### config.mk
export PLATFORM = sky130hd
export DESIGN_NAME = storage_arbiter
export DESIGN_NICKNAME = d
export VERILOG_FILES = /design/src/rtl/storage_arb_pkg.sv /design/src/rtl/storage_req_fifo.sv /design/src/rtl/storage_arbiter.sv
export SDC_FILE = /design/constraint.sdc
export NUM_CORES = 1
export LEC_CHECK = 0
export CAP_MARGIN = 20
export CORE_MARGIN = 10
export CORE_UTILIZATION = 45
export CTS_BUF_LIST = sky130_fd_sc_hd__clkbuf_16
export DETAILED_ROUTE_END_ITERATION = 12
export PLACE_DENSITY = 0.89
export REMOVE_ABC_BUFFERS = 1
export SLEW_MARGIN = 20
export SYNTH_ARGS = -nofsm -noshare
export SYNTH_HDL_FRONTEND = slang
export SYNTH_SLANG_ARGS = --single-unit
export TNS_END_PERCENT = 100
### constraint.sdc
create_clock -name clk -period 3.2 [get_ports clk]
set_clock_uncertainty 0.05 [all_clocks]
set_input_delay 0.64 -clock clk [delete_from_list [all_inputs] [get_ports clk]]
set_output_delay 0.64 -clock clk [all_outputs]
set_load 0.05 [all_outputs]
### src/rtl/storage_arb_pkg.sv
// -----------------------------------------------------------------------------
// storage_arb_pkg
// Shared definitions for the storage arbiter slice: FSM state encoding,
// default request-word field widths and the storage response layout
// ({number[3:0], data[31:0]} with the tag in bits [35:32]).
// -----------------------------------------------------------------------------
package storage_arb_pkg;

   typedef enum logic {
      IDLE  = 1'b0,
      GRANT = 1'b1
   } arb_state_e;

   localparam int NUM_W_DEF  = 4;
   localparam int ADDR_W_DEF = 8;
   localparam int REQ_WORD_W = NUM_W_DEF + ADDR_W_DEF;

   localparam int RSP_W  = 36;
   localparam int TAG_HI = 35;
   localparam int TAG_LO = 32;

endpackage

### src/rtl/storage_req_fifo.sv
// -----------------------------------------------------------------------------
// storage_req_fifo
// Synchronous first-word-fall-through FIFO holding {number, addr} request
// words on their way to the storage command channel.
// Ports:
//   clk, rst    : clock, synchronous active-high reset (empties the FIFO)
//   push, din   : write strobe and data
//   pop         : read strobe (ignored when empty)
//   dout        : head entry, valid whenever !empty
//   empty, full : status decoded from the occupancy counter
// -----------------------------------------------------------------------------
module storage_req_fifo #(
   parameter int WIDTH = 12,
   parameter int DEPTH = 4
) (
   input  logic             clk,
   input  logic             rst,
   input  logic             push,
   input  logic             pop,
   input  logic [WIDTH-1:0] din,
   output logic [WIDTH-1:0] dout,
   output logic             empty,
   output logic             full
);

   localparam int AW = $clog2(DEPTH);

   logic [WIDTH-1:0] mem_q [DEPTH];
   logic [AW-1:0]    wr_ptr_q;
   logic [AW-1:0]    rd_ptr_q;
   logic [AW:0]      count_q;
   logic             pop_ok;

   assign pop_ok = pop & ~empty;

   // Storage array carries no reset; validity is tracked by count_q alone.
   always_ff @(posedge clk) begin
      if (push) begin
         mem_q[wr_ptr_q] <= din;
      end
   end

   always_ff @(posedge clk) begin
      if (rst) begin
         wr_ptr_q <= '0;
         rd_ptr_q <= '0;
         count_q  <= '0;
      end else begin
         if (push) begin
            wr_ptr_q <= wr_ptr_q + 1'b1;
         end
         if (pop_ok) begin
            rd_ptr_q <= rd_ptr_q + 1'b1;
         end
         case ({push, pop_ok})
            2'b10:   count_q <= count_q + 1'b1;
            2'b01:   count_q <= count_q - 1'b1;
            default: count_q <= count_q;
         endcase
      end
   end

   assign dout  = mem_q[rd_ptr_q];
   assign empty = (count_q == '0);
   assign full  = (count_q == (AW+1)'(DEPTH));

endmodule

### src/rtl/storage_arbiter.sv
// -----------------------------------------------------------------------------
// storage_arbiter
// Round-robin arbiter sharing one storage port among N_REQ storage_control
// cores. One core is granted at a time (one-hot grant); its {number, addr}
// word is pushed into a request FIFO presented to storage over valid/ready.
// Storage responses are registered and broadcast to all cores.
// Optional feature macro: STORAGE_ARB_TIMEOUT_EN -- revokes a grant after
// TIMEOUT cycles without the granted core's strobe and pulses timeout_err.
// Ports:
//   clk, rst           : clock, synchronous active-high reset
//   req                : per-core request (bit i = core number i+1)
//   storage_valid      : per-core write strobe, only the granted bit counts
//   number_and_addr    : packed per-core {number, addr} words
//   grant              : one-hot grant, 0 when idle
//   cmd_valid/cmd_data : FIFO head (fall-through), cmd_ready pops it
//   rsp_valid/rsp_data : storage response input
//   txn_done           : registered rsp_valid
//   data_from_storage  : registered rsp_data, loaded on rsp_valid
//   tag_err            : pulse when the pushed tag differs from idx+1
//   timeout_err        : pulse on grant revoke (0 without the macro)
// -----------------------------------------------------------------------------
module storage_arbiter
   import storage_arb_pkg::*;
#(
   parameter int N_REQ      = 4,
   parameter int NUM_W      = NUM_W_DEF,
   parameter int ADDR_W     = ADDR_W_DEF,
   parameter int FIFO_DEPTH = 4,
   parameter int TIMEOUT    = 16
) (
   input  logic                             clk,
   input  logic                             rst,
   input  logic [N_REQ-1:0]                 req,
   input  logic [N_REQ-1:0]                 storage_valid,
   input  logic [N_REQ*(NUM_W+ADDR_W)-1:0]  number_and_addr,
   output logic [N_REQ-1:0]                 grant,
   output logic                             cmd_valid,
   output logic [NUM_W+ADDR_W-1:0]          cmd_data,
   input  logic                             cmd_ready,
   input  logic                             rsp_valid,
   input  logic [RSP_W-1:0]                 rsp_data,
   output logic                             txn_done,
   output logic [RSP_W-1:0]                 data_from_storage,
   output logic                             tag_err,
   output logic                             timeout_err
);

   localparam int WORD_W = NUM_W + ADDR_W;
   localparam int PTR_W  = $clog2(N_REQ);

   arb_state_e         state_q, state_d;
   logic [PTR_W-1:0]   ptr_q, ptr_d;
   logic [PTR_W-1:0]   idx_q, idx_d;
   logic [N_REQ-1:0]   grant_q, grant_d;
   logic               tag_err_q, tag_err_d;
   logic               txn_done_q;
   logic [RSP_W-1:0]   rsp_data_q;

   logic               found;
   logic [PTR_W-1:0]   pick;
   logic [PTR_W-1:0]   cand;
   logic [PTR_W-1:0]   idx_next;
   logic [WORD_W-1:0]  push_word;
   logic               push;
   logic               pop;
   logic               fifo_empty;
   logic               fifo_full;

   // Round-robin search: first requesting core at or after ptr_q, wrapping.
   always_comb begin
      found = 1'b0;
      pick  = ptr_q;
      cand  = '0;
      for (int k = 0; k < N_REQ; k++) begin
         cand = PTR_W'((int'(ptr_q) + k) % N_REQ);
         if (!found && req[cand]) begin
            found = 1'b1;
            pick  = cand;
         end
      end
   end

   assign idx_next  = PTR_W'((int'(idx_q) + 1) % N_REQ);
   assign push_word = number_and_addr[int'(idx_q)*WORD_W +: WORD_W];

`ifdef STORAGE_ARB_TIMEOUT_EN
   localparam int TMO_W = $clog2(TIMEOUT + 1);
   logic [TMO_W-1:0] tmo_cnt_q;
   logic             timeout_err_q, timeout_err_d;
`endif

   always_comb begin
      state_d   = state_q;
      ptr_d     = ptr_q;
      idx_d     = idx_q;
      grant_d   = grant_q;
      tag_err_d = 1'b0;
      push      = 1'b0;
`ifdef STORAGE_ARB_TIMEOUT_EN
      timeout_err_d = 1'b0;
`endif
      case (state_q)
         IDLE: begin
            grant_d = '0;
            // Only one grant is ever outstanding, so "not full" here
            // guarantees room for the push that ends this grant.
            if (found && !fifo_full) begin
               idx_d   = pick;
               grant_d = N_REQ'(1) << pick;
               state_d = GRANT;
            end
         end
         GRANT: begin
            if (storage_valid[idx_q]) begin
               push      = 1'b1;
               grant_d   = '0;
               ptr_d     = idx_next;
               state_d   = IDLE;
               tag_err_d = (push_word[WORD_W-1 -: NUM_W] != NUM_W'(int'(idx_q) + 1));
            end
`ifdef STORAGE_ARB_TIMEOUT_EN
            else if (tmo_cnt_q == TMO_W'(TIMEOUT - 1)) begin
               grant_d       = '0;
               ptr_d         = idx_next;
               state_d       = IDLE;
               timeout_err_d = 1'b1;
            end
`endif
         end
         default: begin
            state_d = IDLE;
            grant_d = '0;
         end
      endcase
   end

   always_ff @(posedge clk) begin
      if (rst) begin
         state_q   <= IDLE;
         ptr_q     <= '0;
         idx_q     <= '0;
         grant_q   <= '0;
         tag_err_q <= 1'b0;
      end else begin
         state_q   <= state_d;
         ptr_q     <= ptr_d;
         idx_q     <= idx_d;
         grant_q   <= grant_d;
         tag_err_q <= tag_err_d;
      end
   end

`ifdef STORAGE_ARB_TIMEOUT_EN
   // Counts cycles spent in the current grant; cleared whenever a grant ends.
   always_ff @(posedge clk) begin
      if (rst) begin
         tmo_cnt_q     <= '0;
         timeout_err_q <= 1'b0;
      end else begin
         tmo_cnt_q     <= (state_q == GRANT && state_d == GRANT) ? tmo_cnt_q + 1'b1 : '0;
         timeout_err_q <= timeout_err_d;
      end
   end
   assign timeout_err = timeout_err_q;
`else
   assign timeout_err = 1'b0;
`endif

   // Response path is a plain register stage, independent of arbitration.
   always_ff @(posedge clk) begin
      if (rst) begin
         txn_done_q <= 1'b0;
         rsp_data_q <= '0;
      end else begin
         txn_done_q <= rsp_valid;
         if (rsp_valid) begin
            rsp_data_q <= rsp_data;
         end
      end
   end

   assign pop = cmd_valid & cmd_ready;

   storage_req_fifo #(
      .WIDTH (WORD_W),
      .DEPTH (FIFO_DEPTH)
   ) u_fifo (
      .clk   (clk),
      .rst   (rst),
      .push  (push),
      .pop   (pop),
      .din   (push_word),
      .dout  (cmd_data),
      .empty (fifo_empty),
      .full  (fifo_full)
   );

   assign grant             = grant_q;
   assign cmd_valid         = ~fifo_empty;
   assign tag_err           = tag_err_q;
   assign txn_done          = txn_done_q;
   assign data_from_storage = rsp_data_q;

endmodule

==> results of run 1 <==
## layout by cell type (no fill, tap or decap), types with 2 or more instances in the layout
cell and count:
mux4_2 25, clkdlybuf4s50_1 148, nand2_1 6, buf_2 2, clkinv_4 2, o211ai_1 2, inv_6 2, mux2i_1 38
or3_1 3, inv_8 3, and3_1 4, nor2_1 48, nor2b_1 4, a211o_1 2, a21oi_1 7, ha_1 6
xor2_1 5, a32o_1 4, clkbuf_16 9, nor3_1 3, dfxtp_1 56, xnor2_1 2, buf_4 5, inv_1 6
o21ai_0 3, edfxtp_1 48
## layer usage
layer	part of all wire [%]	routed length, um	GRT usage [%]	vias up
met4	0.53	59	3.01	0
met5	0	0	0	-
met1	42	4660	18.7	1495
met2	54	6040	29.1	80
li1	-	-	-	1425
met3	3.9	434	4.51	5
## sequential cells by signal (all words and copies together) (netlist names), named ones only
signal             cells
idx_q                  2
u_fifo.count_q         3
u_fifo.rd_ptr_q        2
tag_err                1
u_fifo.mem_q          48
u_fifo.wr_ptr_q        2
data_from_storage     36
state_q                1
ptr_q                  2
txn_done               1
grant                  4
## metrics by stage
stage                     power (uW)  cells  worst slack [ps]
after detailed placement        2800    572               169
after global placement          2760    572               239
final                           3820    588               288
after global routing            4000    588               219
after floorplan                 2350    288               245
after CTS                       3870    588               252
## kinds of logic (layout without fill, tap and decap cells)
group / Yosys count / in the layout
multiplexers: 63 / 63
flip-flops: 104 / 104
buffers and inverters: 23 / 177
XOR/XNOR: 7 / 7
adder cells (fa/ha/maj): 7 / 7
AND/OR/NAND/NOR: 77 / 77
AO/OA/AOI/OAI: 23 / 23
other: 1 / 1
## worst max-delay path: cells and delay by family (launching register included)
family,cells,cell delay (ps)
buf+inv,1,820
flops,1,720
mux,1,340
## Yosys cell counts, types with 2 or more instances
library cell  instances
a211o_1               2
a21oi_1               7
a32o_1                4
and3_1                4
buf_2                 6
clkbuf_1              9
dfxtp_1              56
edfxtp_1             48
ha_1                  6
inv_1                 6
mux2i_1              38
mux4_2               25
nand2_1               6
nor2_1               48
nor2b_1               4
nor3_1                3
o211ai_1              2
o21ai_0               3
or3_1                 3
xnor2_1               2
xor2_1                5
## power by group through the flow
stage | registers (uW) | clock network [uW] | logic (uW)
2_1_floorplan | 1740 | 0 | 602
3_3_place_gp | 1590 | 0 | 1170
3_5_place_dp | 1600 | 0 | 1200
4_1_cts | 1570 | 1090 | 1200
5_1_grt | 1580 | 1150 | 1260
6_report | 1570 | 1060 | 1190
## final cells by class
| type | instances | area, um^2 |
|---|---|---|
| clock buffers | 9 | 225 |
| clock inverters | 7 | 68.8 |
| fillers | 753 | 3090 |
| inverters | 6 | 22.5 |
| multi-input cells | 178 | 1630 |
| flip-flops and latches | 104 | 2560 |
| well taps | 129 | 161 |
| repair buffers | 155 | 1530 |
## worst max-delay path by stage
stage	startpoint	endpoint	slack, ps	cells after the start
CTS	register	cmd_data[8]	250	2
floorplan	idx_q[0]$_SDFFE_PP0P_	u_fifo.count_q[2]$_SDFFE_PP0P_	250	8
global route	register	cmd_data[8]	220	2
global placement	storage_valid[3]	u_fifo.count_q[2]$_SDFFE_PP0P_	240	9
finish	register	cmd_data[8]	290	2
detailed placement	storage_valid[1]	u_fifo.count_q[2]$_SDFFE_PP0P_	170	9
==> flow_summary_export.csv, run 1 <==
group,metric,value,unit
setup_path,reg2reg_from,"idx_q[0]$_SDFFE_PP0P_",
pwr,combPwrFrac,31.1,%
placed_design,place_area,5900,um^2
synthesis,synth-seq-area-share,59.7,%
routing,wl_per_cell,19.0,um
cells_and_area,drive_above_1_share,11.5,%
cts,numCtsBuffers,9,
setup_path,critPathLaunchType,"register",
die,pin_count,152,
synthesis,async_flop_share,0,%
die,start_util,46.3,%
synthesis,synthFlopType,"dfxtp_1",
setup_path,r2r_cells,8,
sta,slew_viol_final,0,
synthesis,synth_top_family_by_area,"multiplexers",
worst_hold_path,min-delay-start,"grant[3]$_SDFFE_PP0P_",
routing,wl,11200,um
die,die_x,118,um
run,drv_cap,0,
cells_and_area,nets,557,
global_routing,grtUsageTotal,16.1,%
setup_path,critical_path_class,"register to output port",
global_routing,grt_max_degree,38,
cells_and_area,area_growth,44.3,%
synthesis,ys_seq_elements,104,
cts,root_buffer,"clkbuf_16",
cts,postCtsSetupBuffers,0,
routing,dr.pass1.iters,4,
global_routing,grt_pass1_wl,17800,um
setup_path,worstSetupEndpointType,"output port",
sta,hold_violations,0,
cts,cts_sinks,104,
routing,drcViolationCount,0,
cts,postCtsResizedCells,0,
sta,max_slew_margin,30.4,%
cells_and_area,final_util,66.8,%
cells_and_area,num_antenna_cells,0,
setup_path,crit_chain,"mux4_2 > clkdlybuf4s50_1",
status,status,"finished clean",
synthesis,synth_fa_ha_area_share,2.21,%
setup_path,rr_endpoint,"u_fifo.count_q[2]$_SDFFE_PP0P_",
sta,fmax,343,MHz
setup_path,critical_path_arrival,2220,ps
setup_path,cp_max_fo,12,
sta,hold_ws,431,ps
sta,period_minus_slack,2910,ps
pwr,internal-power,2570,uW
pwr,power_leakage,0.00231,uW
setup_path,cpMaxStageDelayCell,"clkdlybuf4s50_1",
synthesis,synth_cell_types,39,
sta,setup_tns,0,ps
die,coreArea,9280,um^2
die,die_area,13900,um^2
pwr,peakVddDrop,0.479,mV
synthesis,synth_edf_count,48,
worst_hold_path,hold_depth,1,
cells_and_area,fin_area,6200,um^2
cts,clk_pin_slew_worst_paths,70,ps
sta,final.period_utilization,91.0,%
synthesis,synth.area.mux_share,22.0,%
pwr,p_clk_share,27.8,%
cts,cts_buffer_depth,2,
placed_design,gp_congestion,0.777,
routing,drtAntennaViolNets,0,
sta,tightest_slew,1040,ps
placed_design,io_buffers,150,
synthesis,synth_area_leaders,"edfxtp_1 (34%), dfxtp_1 (26%), mux4_2 (13%)",
global_routing,antenna_found_initial,0,
worst_hold_path,holdPathEnd,"grant[3]$_SDFFE_PP0P_",
setup_path,cp_slowest_stage_delay,820,ps
synthesis,synth_area_per_cell,14.1,um^2
routing,vias,3005,
cts,ctsHoldBuffers,0,
sta,rsz0062_at_grt,"no",
synthesis,ys_warn_count,0,
routing,via_per_inst,5.11,
synthesis,synth_area,4300,um^2
synthesis,synth_xor_area_share,1.43,%
pwr,p_seq_share,41.1,%
synthesis,synth_compound_area_share,4.02,%
global_routing,gr-total-overflow,0,
die,num_rows,35,
worst_hold_path,hold_class,"register to register",
cts,htree_num_levels,3,
pwr,p_switching,1250,uW
cts,cts_tree,"done",
synthesis,yosysTopAreaCell,"edfxtp_1",
die,fp.dieH,118,um
setup_path,required,2510,ps
synthesis,postSynthCellCount,305,
global_routing,grt_pass1_vias,3139,
pwr,power_density,617,nW/um^2
synthesis,synth.top_cell.area_share,33.6,%
synthesis,synthSimpleGateAreaFrac,8.19,%
setup_path,r2r_setup_slack,810,ps
placed_design,dp_hpwl,8480,um
sta,setup_viol,0,
routing,drt_iter0_markers,151,
pwr,switching_share,32.6,%
cts,clk_latency,330,ps
Power figures use the tool's default switching activity.
==> inputs of run 2 (changes only) <==
GPL_TIMING_DRIVEN = 0   (was default)
==> flow_summary_export.csv, run 2 (synthesis gave the netlist of run 1 again) <==
group,metric,value,unit
status,status,"finished clean",
sta,max_slew_margin,41.5,%
pwr,internal-power,2560,uW
routing,dr.pass1.iters,6,
pwr,p_clk_share,27.4,%
cells_and_area,nets,555,
setup_path,critPathLaunchType,"register",
cts,clk_pin_slew_worst_paths,70,ps
pwr,combPwrFrac,29.8,%
global_routing,gr-total-overflow,0,
cells_and_area,largest_reg_flops,48,
routing,wl_per_cell,19.2,um
routing,wl,11200,um
setup_path,worstSetupEndpointType,"output port",
setup_path,cpMaxStageDelayCell,"clkdlybuf4s50_1",
cells_and_area,largest_register,"u_fifo.mem_q",
die,die_x,118,um
sta,hold_violations,0,
cts,cts_buffer_depth,2,
sta,setup_tns,0,ps
pwr,power_density,611,nW/um^2
die,start_util,46.3,%
global_routing,antenna_found_initial,0,
cts,clk_latency,340,ps
pwr,peakVddDrop,0.389,mV
pwr,power_leakage,0.00230,uW
cells_and_area,instances_no_fill,586,
run,drv_cap,0,
sta,tightest_slew,876,ps
global_routing,grtUsageTotal,16.1,%
cts,ctsHoldBuffers,0,
die,die_area,13900,um^2
cells_and_area,num_antenna_cells,0,
routing,drtAntennaViolNets,0,
cts,postCtsSetupBuffers,0,
sta,period_minus_slack,2980,ps
routing,vias,2981,
setup_path,required,2510,ps
setup_path,critical_path_class,"register to output port",
setup_path,crit_chain,"mux4_2 > clkdlybuf4s50_1",
cells_and_area,final_util,66.9,%
routing,drt_iter0_markers,161,
routing,drcViolationCount,0,
sta,final.period_utilization,93.1,%
cells_and_area,layout_commonest_cell,"clkdlybuf4s50_1",
die,pin_count,152,
die,coreArea,9280,um^2
sta,setup_viol,0,
cells_and_area,area_growth,44.6,%
setup_path,cp_slowest_stage_delay,730,ps
cts,htree_num_levels,3,
worst_hold_path,hold_class,"register to register",
cts,cts_sinks,104,
cells_and_area,nFillCells,694,
placed_design,io_buffers,150,
setup_path,crit_family,"buffers and inverters",
cells_and_area,final_cell_mix,"clkdlybuf4s50_1 (148), dfxtp_1 (55), nor2_1 (48), edfxtp_1 (48), mux2i_1 (38)",
global_routing,grt_max_degree,35,
global_routing,grt_pass1_wl,17600,um
pwr,p_switching,1230,uW
die,fp.dieH,118,um
setup_path,critPathBufInv,1,
die,num_rows,35,
setup_path,critical_path_arrival,2290,ps
cts,cts_tree,"done",
cts,root_buffer,"clkbuf_16",
cts,numCtsBuffers,9,
placed_design,dp_hpwl,8640,um
pwr,p_seq_share,42.8,%
global_routing,grt_pass1_vias,3252,
routing,via_per_inst,5.09,
sta,rsz0062_at_grt,"no",
pwr,switching_share,32.5,%
pwr,p_total,3790,uW
sta,slew_viol_final,0,
placed_design,gp_congestion,0.714,
cells_and_area,drive_above_1_share,11.4,%
setup_path,cp_max_fo,12,
cts,postCtsResizedCells,1,
sta,fmax,336,MHz
placed_design,placed_cells,570,
==> run 2: final timing paths <==
path	cells after the start	from	to	slack [ps]
hold reg to reg	1	grant[1]$_SDFFE_PP0P_	grant[1]$_SDFFE_PP0P_	430
hold / removal	1	grant[1]$_SDFFE_PP0P_	grant[1]$_SDFFE_PP0P_	430
setup reg to reg	8	idx_q[0]$_SDFFE_PP0P_	u_fifo.count_q[2]$_SDFFE_PP0P_	230
setup / recovery	2	register	cmd_data[11]	220
==> run 2: area by class of cell <==
type                            count  area (um^2)  share of cell area, %
Clock buffer                        9          225                   3.63
Clock inverter                      7         63.8                   1.03
Inverter                            6         22.5                  0.363
Multi-Input combinational cell    178         1630                   26.2
Sequential cell                   104         2560                   41.3
Tap cell                          129          161                   2.60
Timing Repair Buffer              153         1550                   24.9
==> run 2: metrics by stage <==
stage / instance area [um^2] / hold slack (ps) / setup WS, ps
finish: 6210 / 430 / 221
global placement: 5880 / 412 / -151
CTS: 6210 / 431 / 169
global route: 6210 / 469 / 6.26
floorplan: 4210 / 408 / 245
detailed placement: 5920 / 409 / 23.9
==> run 2: worst register-to-register path: cells and delay by family (launching register included) <==
family	cells	cell delay, ps
buf+inv	1	60
flops	1	750
simple gates	2	500
compound gates	1	130
mux	1	670
fa+ha+maj	2	600
xor+xnor	1	160
==> run 2: routing by layer <==
layer	wire, um	vias to the layer above	global-route usage (%)
li1	-	1422	-
met1	4340	1457	17.7
met2	6230	90	29.4
met3	467	12	3.79
met4	200	0	5.95
met5	0	-	0
==> run 2: power by group through the flow <==
| stage | combinational (uW) | sequential [uW] | clock, uW |
|---|---|---|---|
| after global routing | 1200 | 1640 | 1130 |
| after CTS | 1140 | 1630 | 1070 |
| after global placement | 1100 | 1650 | 0 |
| after floorplan | 602 | 1740 | 0 |
| after detailed placement | 1130 | 1650 | 0 |
| final | 1130 | 1620 | 1040 |
